`config.mk`:
```
export PLATFORM = sky130hd
export DESIGN_NAME = pe_force_collect_scheduler_flat
export DESIGN_NICKNAME = d
export VERILOG_FILES = /design/src/rtl/pe_force_collect_scheduler_if.sv /design/src/rtl/pe_force_collect_scheduler.sv /design/src/flat_wrapper.sv
export SDC_FILE = /design/constraint.sdc
export NUM_CORES = 1
export LEC_CHECK = 0
export ABC_AREA = 1
export CAP_MARGIN = 30
export CORE_MARGIN = 2
export CORE_UTILIZATION = 35
export CTS_BUF_LIST = sky130_fd_sc_hd__clkbuf_4
export DETAILED_ROUTE_END_ITERATION = 8
export PLACE_DENSITY_LB_ADDON = 0.05
export SYNTH_ARGS = -nofsm -noshare
export SYNTH_HDL_FRONTEND = slang
export SYNTH_SLANG_ARGS = --single-unit
```
`constraint.sdc`:
```
create_clock -name clk -period 20.2 [get_ports clk]
set_clock_uncertainty 0.15 [all_clocks]
set_input_delay 2.02 -clock clk [delete_from_list [all_inputs] [get_ports clk]]
set_output_delay 2.02 -clock clk [all_outputs]
set_load 0.01 [all_outputs]
```
`src/rtl/pe_force_collect_scheduler_if.sv`:
```
// PE result streams and force write-back head for one cell's collect scheduler.
interface pe_force_collect_scheduler_if #(
   parameter int unsigned NUM_PES     = 4,
   parameter int unsigned DATA_WIDTH  = 96,
   parameter int unsigned PE_ID_WIDTH = $clog2(NUM_PES)
);
   logic [NUM_PES-1:0]            i_pe_valid;
   logic [NUM_PES*DATA_WIDTH-1:0] i_pe_data;
   logic [NUM_PES-1:0]            i_pe_last;
   logic [NUM_PES-1:0]            o_pe_ready;
   logic                          o_valid;
   logic [DATA_WIDTH-1:0]         o_data;
   logic [PE_ID_WIDTH-1:0]        o_pe_id;
   logic                          i_ready;

   modport master (
      input  i_pe_valid, i_pe_data, i_pe_last, i_ready,
      output o_pe_ready, o_valid, o_data, o_pe_id
   );

   modport slave (
      output i_pe_valid, i_pe_data, i_pe_last, i_ready,
      input  o_pe_ready, o_valid, o_data, o_pe_id
   );
endinterface

```
`src/rtl/pe_force_collect_scheduler.sv`:
```
// Round-robin collects PE force results into a FWFT FIFO and sequences
// the collect/drain/done phases of each force-evaluation frame.
module pe_force_collect_scheduler #(
   parameter int unsigned NUM_PES     = 4,
   parameter int unsigned DATA_WIDTH  = 96,
   parameter int unsigned FIFO_DEPTH  = 8,
   parameter int unsigned PE_ID_WIDTH = $clog2(NUM_PES)
) (
   input  logic                         clk,
   input  logic                         rst,
   input  logic                         i_start,
   pe_force_collect_scheduler_if.master bus,
   output logic [$clog2(FIFO_DEPTH):0]  o_fifo_count,
   output logic                         o_busy,
   output logic                         o_done
);
   localparam int unsigned ADDR_W = $clog2(FIFO_DEPTH);
   localparam int unsigned CNT_W  = ADDR_W + 1;

   typedef enum logic [1:0] {IDLE, COLLECT, DRAIN, DONE} state_t;

   typedef struct packed {
      logic [PE_ID_WIDTH-1:0] id;
      logic [DATA_WIDTH-1:0]  data;
   } entry_t;

   state_t                 state_q, state_d;
   logic [PE_ID_WIDTH-1:0] ptr_q;
   logic [NUM_PES-1:0]     last_q;
   logic                   busy_q, done_q;

   logic [NUM_PES-1:0]     eligible_c, grant_c, last_set_c;
   logic [PE_ID_WIDTH-1:0] grant_id_c, idx_c;
   logic                   found_c, push_c, pop_c;
   entry_t                 push_entry_c, head_c;

   entry_t                 mem_q [FIFO_DEPTH];
   logic [ADDR_W-1:0]      wr_q, rd_q;
   logic [CNT_W-1:0]       count_q, count_d;
   logic                   valid_q;

   assign eligible_c = bus.i_pe_valid & ~last_q;

   // Rotating-priority search from ptr_q; a slot freed by a same-cycle pop is not reused
   always_comb begin
      grant_c    = '0;
      grant_id_c = '0;
      idx_c      = '0;
      found_c    = 1'b0;
      if (state_q == COLLECT && count_q < CNT_W'(FIFO_DEPTH)) begin
         for (int unsigned i = 0; i < NUM_PES; i++) begin
            idx_c = PE_ID_WIDTH'((32'(ptr_q) + i) % NUM_PES);
            if (!found_c && eligible_c[idx_c]) begin
               grant_c[idx_c] = 1'b1;
               grant_id_c     = idx_c;
               found_c        = 1'b1;
            end
         end
      end
   end

   assign push_c       = |grant_c;
   assign last_set_c   = grant_c & bus.i_pe_last;
   assign pop_c        = valid_q & bus.i_ready;
   assign count_d      = count_q + CNT_W'(push_c) - CNT_W'(pop_c);
   assign push_entry_c = '{id:   grant_id_c,
                           data: bus.i_pe_data[32'(grant_id_c)*DATA_WIDTH +: DATA_WIDTH]};

   // Frame sequencing; the last flag set on this edge counts toward leaving COLLECT
   always_comb begin
      state_d = state_q;
      case (state_q)
         IDLE:    if (i_start) state_d = COLLECT;
         COLLECT: if (&(last_q | last_set_c)) state_d = DRAIN;
         DRAIN:   if (count_q == '0) state_d = DONE;
         DONE:    state_d = IDLE;
         default: state_d = IDLE;
      endcase
   end

   always_ff @(posedge clk or negedge rst) begin
      if (!rst) begin
         state_q <= IDLE;
         ptr_q   <= '0;
         last_q  <= '0;
         busy_q  <= 1'b0;
         done_q  <= 1'b0;
      end else begin
         state_q <= state_d;
         busy_q  <= (state_d != IDLE);
         done_q  <= (state_d == DONE);
         if (state_q == IDLE && i_start) last_q <= '0;
         else                            last_q <= last_q | last_set_c;
         if (push_c) ptr_q <= PE_ID_WIDTH'((32'(grant_id_c) + 1) % NUM_PES);
      end
   end

   // FIFO bookkeeping; storage itself needs no reset since the head is gated by valid
   always_ff @(posedge clk or negedge rst) begin
      if (!rst) begin
         wr_q    <= '0;
         rd_q    <= '0;
         count_q <= '0;
         valid_q <= 1'b0;
      end else begin
         if (push_c) wr_q <= wr_q + ADDR_W'(1);
         if (pop_c)  rd_q <= rd_q + ADDR_W'(1);
         count_q <= count_d;
         valid_q <= (count_d != '0);
      end
   end

   always_ff @(posedge clk) begin
      if (push_c) mem_q[wr_q] <= push_entry_c;
   end

   assign head_c         = mem_q[rd_q];
   assign bus.o_pe_ready = grant_c;
   assign bus.o_valid    = valid_q;
   assign bus.o_data     = valid_q ? head_c.data : '0;
   assign bus.o_pe_id    = valid_q ? head_c.id : '0;
   assign o_fifo_count   = count_q;
   assign o_busy         = busy_q;
   assign o_done         = done_q;
endmodule

```
`src/flat_wrapper.sv`:
```
// flat-port wrapper written by rule: the top's interface ports become plain ports
module pe_force_collect_scheduler_flat 
#(
   parameter int unsigned NUM_PES     = 4,
   parameter int unsigned DATA_WIDTH  = 96,
   parameter int unsigned FIFO_DEPTH  = 8,
   parameter int unsigned PE_ID_WIDTH = $clog2(NUM_PES)
)
  (clk, rst, i_start, o_fifo_count, o_busy, o_done, bus_i_pe_valid, bus_i_pe_data, bus_i_pe_last, bus_i_ready, bus_o_pe_ready, bus_o_valid, bus_o_data, bus_o_pe_id);
  pe_force_collect_scheduler_if #(.NUM_PES(NUM_PES), .DATA_WIDTH(DATA_WIDTH), .PE_ID_WIDTH(PE_ID_WIDTH)) bus_i ();
  input  logic clk;
  input  logic rst;
  input  logic i_start;
  output logic [$clog2(FIFO_DEPTH):0] o_fifo_count;
  output logic o_busy;
  output logic o_done;
  input wire logic [$bits(bus_i.i_pe_valid)-1:0] bus_i_pe_valid;
  input wire logic [$bits(bus_i.i_pe_data)-1:0] bus_i_pe_data;
  input wire logic [$bits(bus_i.i_pe_last)-1:0] bus_i_pe_last;
  input wire logic [$bits(bus_i.i_ready)-1:0] bus_i_ready;
  output wire logic [$bits(bus_i.o_pe_ready)-1:0] bus_o_pe_ready;
  output wire logic [$bits(bus_i.o_valid)-1:0] bus_o_valid;
  output wire logic [$bits(bus_i.o_data)-1:0] bus_o_data;
  output wire logic [$bits(bus_i.o_pe_id)-1:0] bus_o_pe_id;
  assign bus_i.i_pe_valid = bus_i_pe_valid;
  assign bus_i.i_pe_data = bus_i_pe_data;
  assign bus_i.i_pe_last = bus_i_pe_last;
  assign bus_i.i_ready = bus_i_ready;
  assign bus_o_pe_ready = bus_i.o_pe_ready;
  assign bus_o_valid = bus_i.o_valid;
  assign bus_o_data = bus_i.o_data;
  assign bus_o_pe_id = bus_i.o_pe_id;
  pe_force_collect_scheduler #(.NUM_PES(NUM_PES), .DATA_WIDTH(DATA_WIDTH), .FIFO_DEPTH(FIFO_DEPTH), .PE_ID_WIDTH(PE_ID_WIDTH)) u_core (.clk(clk), .rst(rst), .i_start(i_start), .bus(bus_i), .o_fifo_count(o_fifo_count), .o_busy(o_busy), .o_done(o_done));
endmodule
```
==> impl_metrics.env <==
export IMPL_pwr_share_seq_pct=36.2
export IMPL_yosys_area_share_simple_pct=13.2
export IMPL_vias=26600
export IMPL_drv_slew=0
export IMPL_r2r_end="u_core.mem_q[7][17]"
export IMPL_start_kind="flop"
export IMPL_grt_start_max_net_pins=207
export IMPL_fmaxAchievable_ghz=0.127
export IMPL_grt_pass1_vias=26900
export IMPL_syn_num_nets=3580
export IMPL_yosysTopAreaCell="edfxtp_1"
export IMPL_die_y_um=319
export IMPL_critPathSlowestCell="buf_4"
export IMPL_syn_area_um2=34800
export IMPL_ys_seq_elements=805
export IMPL_required_ns=18.03
export IMPL_swShare_pct=43.1
export IMPL_path_buf_inv=5
export IMPL_port_buffers=504
export IMPL_rows=115
export IMPL_dr_pass1_iters=5
export IMPL_maxCapViolations=0
export IMPL_crit_cells=9
export IMPL_synth_compound_area_share_pct=13.9
export IMPL_switchingPower_uw=3560
export IMPL_grt_ovfl_total=0
export IMPL_clk_latency_ns=1.04
export IMPL_timing_hold_worst_path_depth=2
export IMPL_synth_top_area_share_pct=67.6
export IMPL_synthMuxAreaShare_pct=0
export IMPL_hold_viol_final=0
export IMPL_yosysWarningCount=0
export IMPL_grt_pass1_wl_mm=170
export IMPL_yosys_most_used_dff="edfxtp_1"
export IMPL_drive_gt1_share_pct=11.1
export IMPL_cts_root_buf="clkbuf_4"
export IMPL_tritoncts_num_buffers=201
export IMPL_cp_arrival_ns=5.69
export IMPL_tritoncts="yes"
export IMPL_period_minus_slack_ns=7.86
export IMPL_postCtsHoldBufs=0
export IMPL_synthArstFlopShare_pct=2.61
export IMPL_tns_ns=0
export IMPL_postCtsSetupRepairBufs=0
export IMPL_hold_path_startpoint="u_core.wr_q[2]"
export IMPL_p_comb_share_pct=47.1
export IMPL_drtIter0Drc=2018
export IMPL_min_period_over_period_pct=38.9
export IMPL_ant_nets=0
export IMPL_r2r_slack_ns=14.17
export IMPL_htreeDepth=4
export IMPL_power_density_nw_per_um2=189
export IMPL_setup_viol=0
export IMPL_timing_slew_headroom_pct=23.1
export IMPL_dp_hpwl_mm=69.1
export IMPL_wl_mm=117
export IMPL_syn_inst=3168
export IMPL_post_place_ws_ns=12.86
export IMPL_end_kind="output port"
export IMPL_crit_type="reg2out"
export IMPL_clkPwrFrac_pct=16.7
export IMPL_syn_avg_cell_area_um2=11.0
export IMPL_grt_usage_pct=22.4
export IMPL_ys_types=33
export IMPL_die_width_um=319
export IMPL_yosysSeqAreaShare_pct=69.1
export IMPL_hold_class="reg2reg"
export IMPL_synth_edf_count=784
export IMPL_fill_cells=9278
export IMPL_reg2regPathDepth=15
export IMPL_finalPower_uw=8250
export IMPL_synth_xor_area_share_pct=0.101
export IMPL_routabilityCongestion=0.918
export IMPL_synth_top_family_by_area="compound AO/OA/AOI/OAI gates"
export IMPL_setup_slack_ns=12.34
export IMPL_crit_family="buffers and inverters"
export IMPL_cts_sink_count=805
export IMPL_area_growth_syn_to_layout_pct=25.5
export IMPL_cpPeakStageDelay_ns=0.75
export IMPL_tightest_slew_ns=1.15
export IMPL_drc=0
export IMPL_ys_top_cells_by_area="edfxtp_1 68%, nor2_1 7.5%, o21ai_0 7.1%"
export IMPL_intPower_uw=4690
export IMPL_antenna_found_initial=7
export IMPL_initial_core_util_pct=35.3
export IMPL_die_area_um2=102000
export IMPL_synth_fa_ha_area_share_pct=0.596
export IMPL_p_leak_uw=0.0154
export IMPL_path_cells="inv_8, buf_4, buf_16, buf_4, o21ai_0, o22ai_1, o21ai_0, a31oi_1, clkdlybuf4s50_1"
export IMPL_clkTransAtPathRegs_ns=0.07
export IMPL_status="completed"
export IMPL_coreArea_um2=98600
export IMPL_ir_drop_mv=0.123
export IMPL_worstHoldEndpoint="u_core.wr_q[2]"
export IMPL_post_drt_wl_per_cell_um=22.7
export IMPL_r2r_start="u_core.ptr_q[0]"
export IMPL_fin_nets=4104
export IMPL_cts_resized=0
export IMPL_boundaryPins=505
export IMPL_clockBufferDepth=3
export IMPL_rsz0062_at_grt="false"
export IMPL_crit_fanout=138
export IMPL_via_per_inst=5.19
## synthesized netlist by cell type (3+ instances only)
cell,number
a31oi_1,101
ha_1,15
buf_4,11
buf_6,4
nand2_1,446
clkbuf_1,169
nand4_1,3
o21ai_0,494
nand3_1,25
o22ai_1,98
edfxtp_1,784
nor2_1,698
buf_1,10
inv_1,33
inv_2,4
a21oi_2,34
buf_2,29
a21oi_1,164
dfrtp_1,21
nand3_2,7
## tightest hold or removal path, stage by stage (launching register included)
cell	delay [ns]
dfrtp_1	0.38
nand2_1	0.07
nand2_1	0.05
## metal layers
layer	global-route usage [%]	part of all wire (%)
met1	29.3	43
met2	37.2	48
met5	0	0.011
met4	6.61	1.9
met3	4.76	6.6
## per-stage QoR
step,hold WS [ns],util (%),cell area (um^2),instances
3_3_place_gp,0.348,41.6,41000,4773
5_1_grt,0.405,44.3,43700,5129
2_1_floorplan,0.332,-,34800,3168
3_5_place_dp,0.366,41.7,41100,4775
4_1_cts,0.382,44.3,43700,5126
6_report,0.377,44.3,43700,5130
## sequential cells by signal, summed over array words and instances (netlist names)
register,cells
u_core.o_fifo_count,4
u_core.bus.o_valid,1
u_core.ptr_q,2
u_core.state_q,2
u_core.rd_q,3
u_core.mem_q,784
u_core.o_done,1
u_core.wr_q,3
u_core.o_busy,1
u_core.last_q,4
## worst max path at each step
stage	startpoint	end
global route	u_core.rd_q[0]	bus_o_data[70]
CTS	u_core.rd_q[0]	bus_o_data[70]
floorplan	bus_i_pe_valid[3]	u_core.mem_q[0][0]
global placement	bus_i_pe_valid[3]	u_core.mem_q[0][17]
finish	u_core.rd_q[0]	bus_o_data[70]
detailed placement	bus_i_pe_valid[3]	u_core.mem_q[1][17]
## final cells by class
class                   count  area, um^2  share of cell area, %
multi-input cells        2101        9750                   22.3
diodes                      3        7.51                 0.0172
well taps                1287        1610                   3.68
flip-flops and latches    805       24100                   55.1
clock inverters            55         382                  0.873
inverters                  39         176                  0.404
clock buffers             296        2220                   5.09
repair buffers            544        5470                   12.5
## power by group through the flow
stage	Combinational, uW	Clock (uW)	Sequential, uW
CTS	3970	1420	2990
global route	4290	1500	3020
finish	3890	1370	2990
floorplan	2200	0	3010
global placement	3890	0	3010
detailed placement	3950	0	3020
## placed cells by master, fill, tap and decap left out, types with 33 or more instances in the layout
cell type | Yosys | layout
a31oi_1 | 101 | 101
o22ai_1 | 98 | 98
o21ai_0 | 494 | 494
clkbuf_4 | 0 | 296
a21oi_1 | 164 | 164
clkdlybuf4s50_1 | 0 | 504
nand2_1 | 446 | 446
a21oi_2 | 34 | 34
nor2_1 | 698 | 690
clkinv_1 | 2 | 33
edfxtp_1 | 784 | 784
## logic make-up after synthesis
family	after synthesis
xor+xnor	4
flops	805
fa+ha+maj	16
simple gates	1188
compound gates	893
buf+inv	262
No activity file was read; power rests on OpenSTA's default activity.
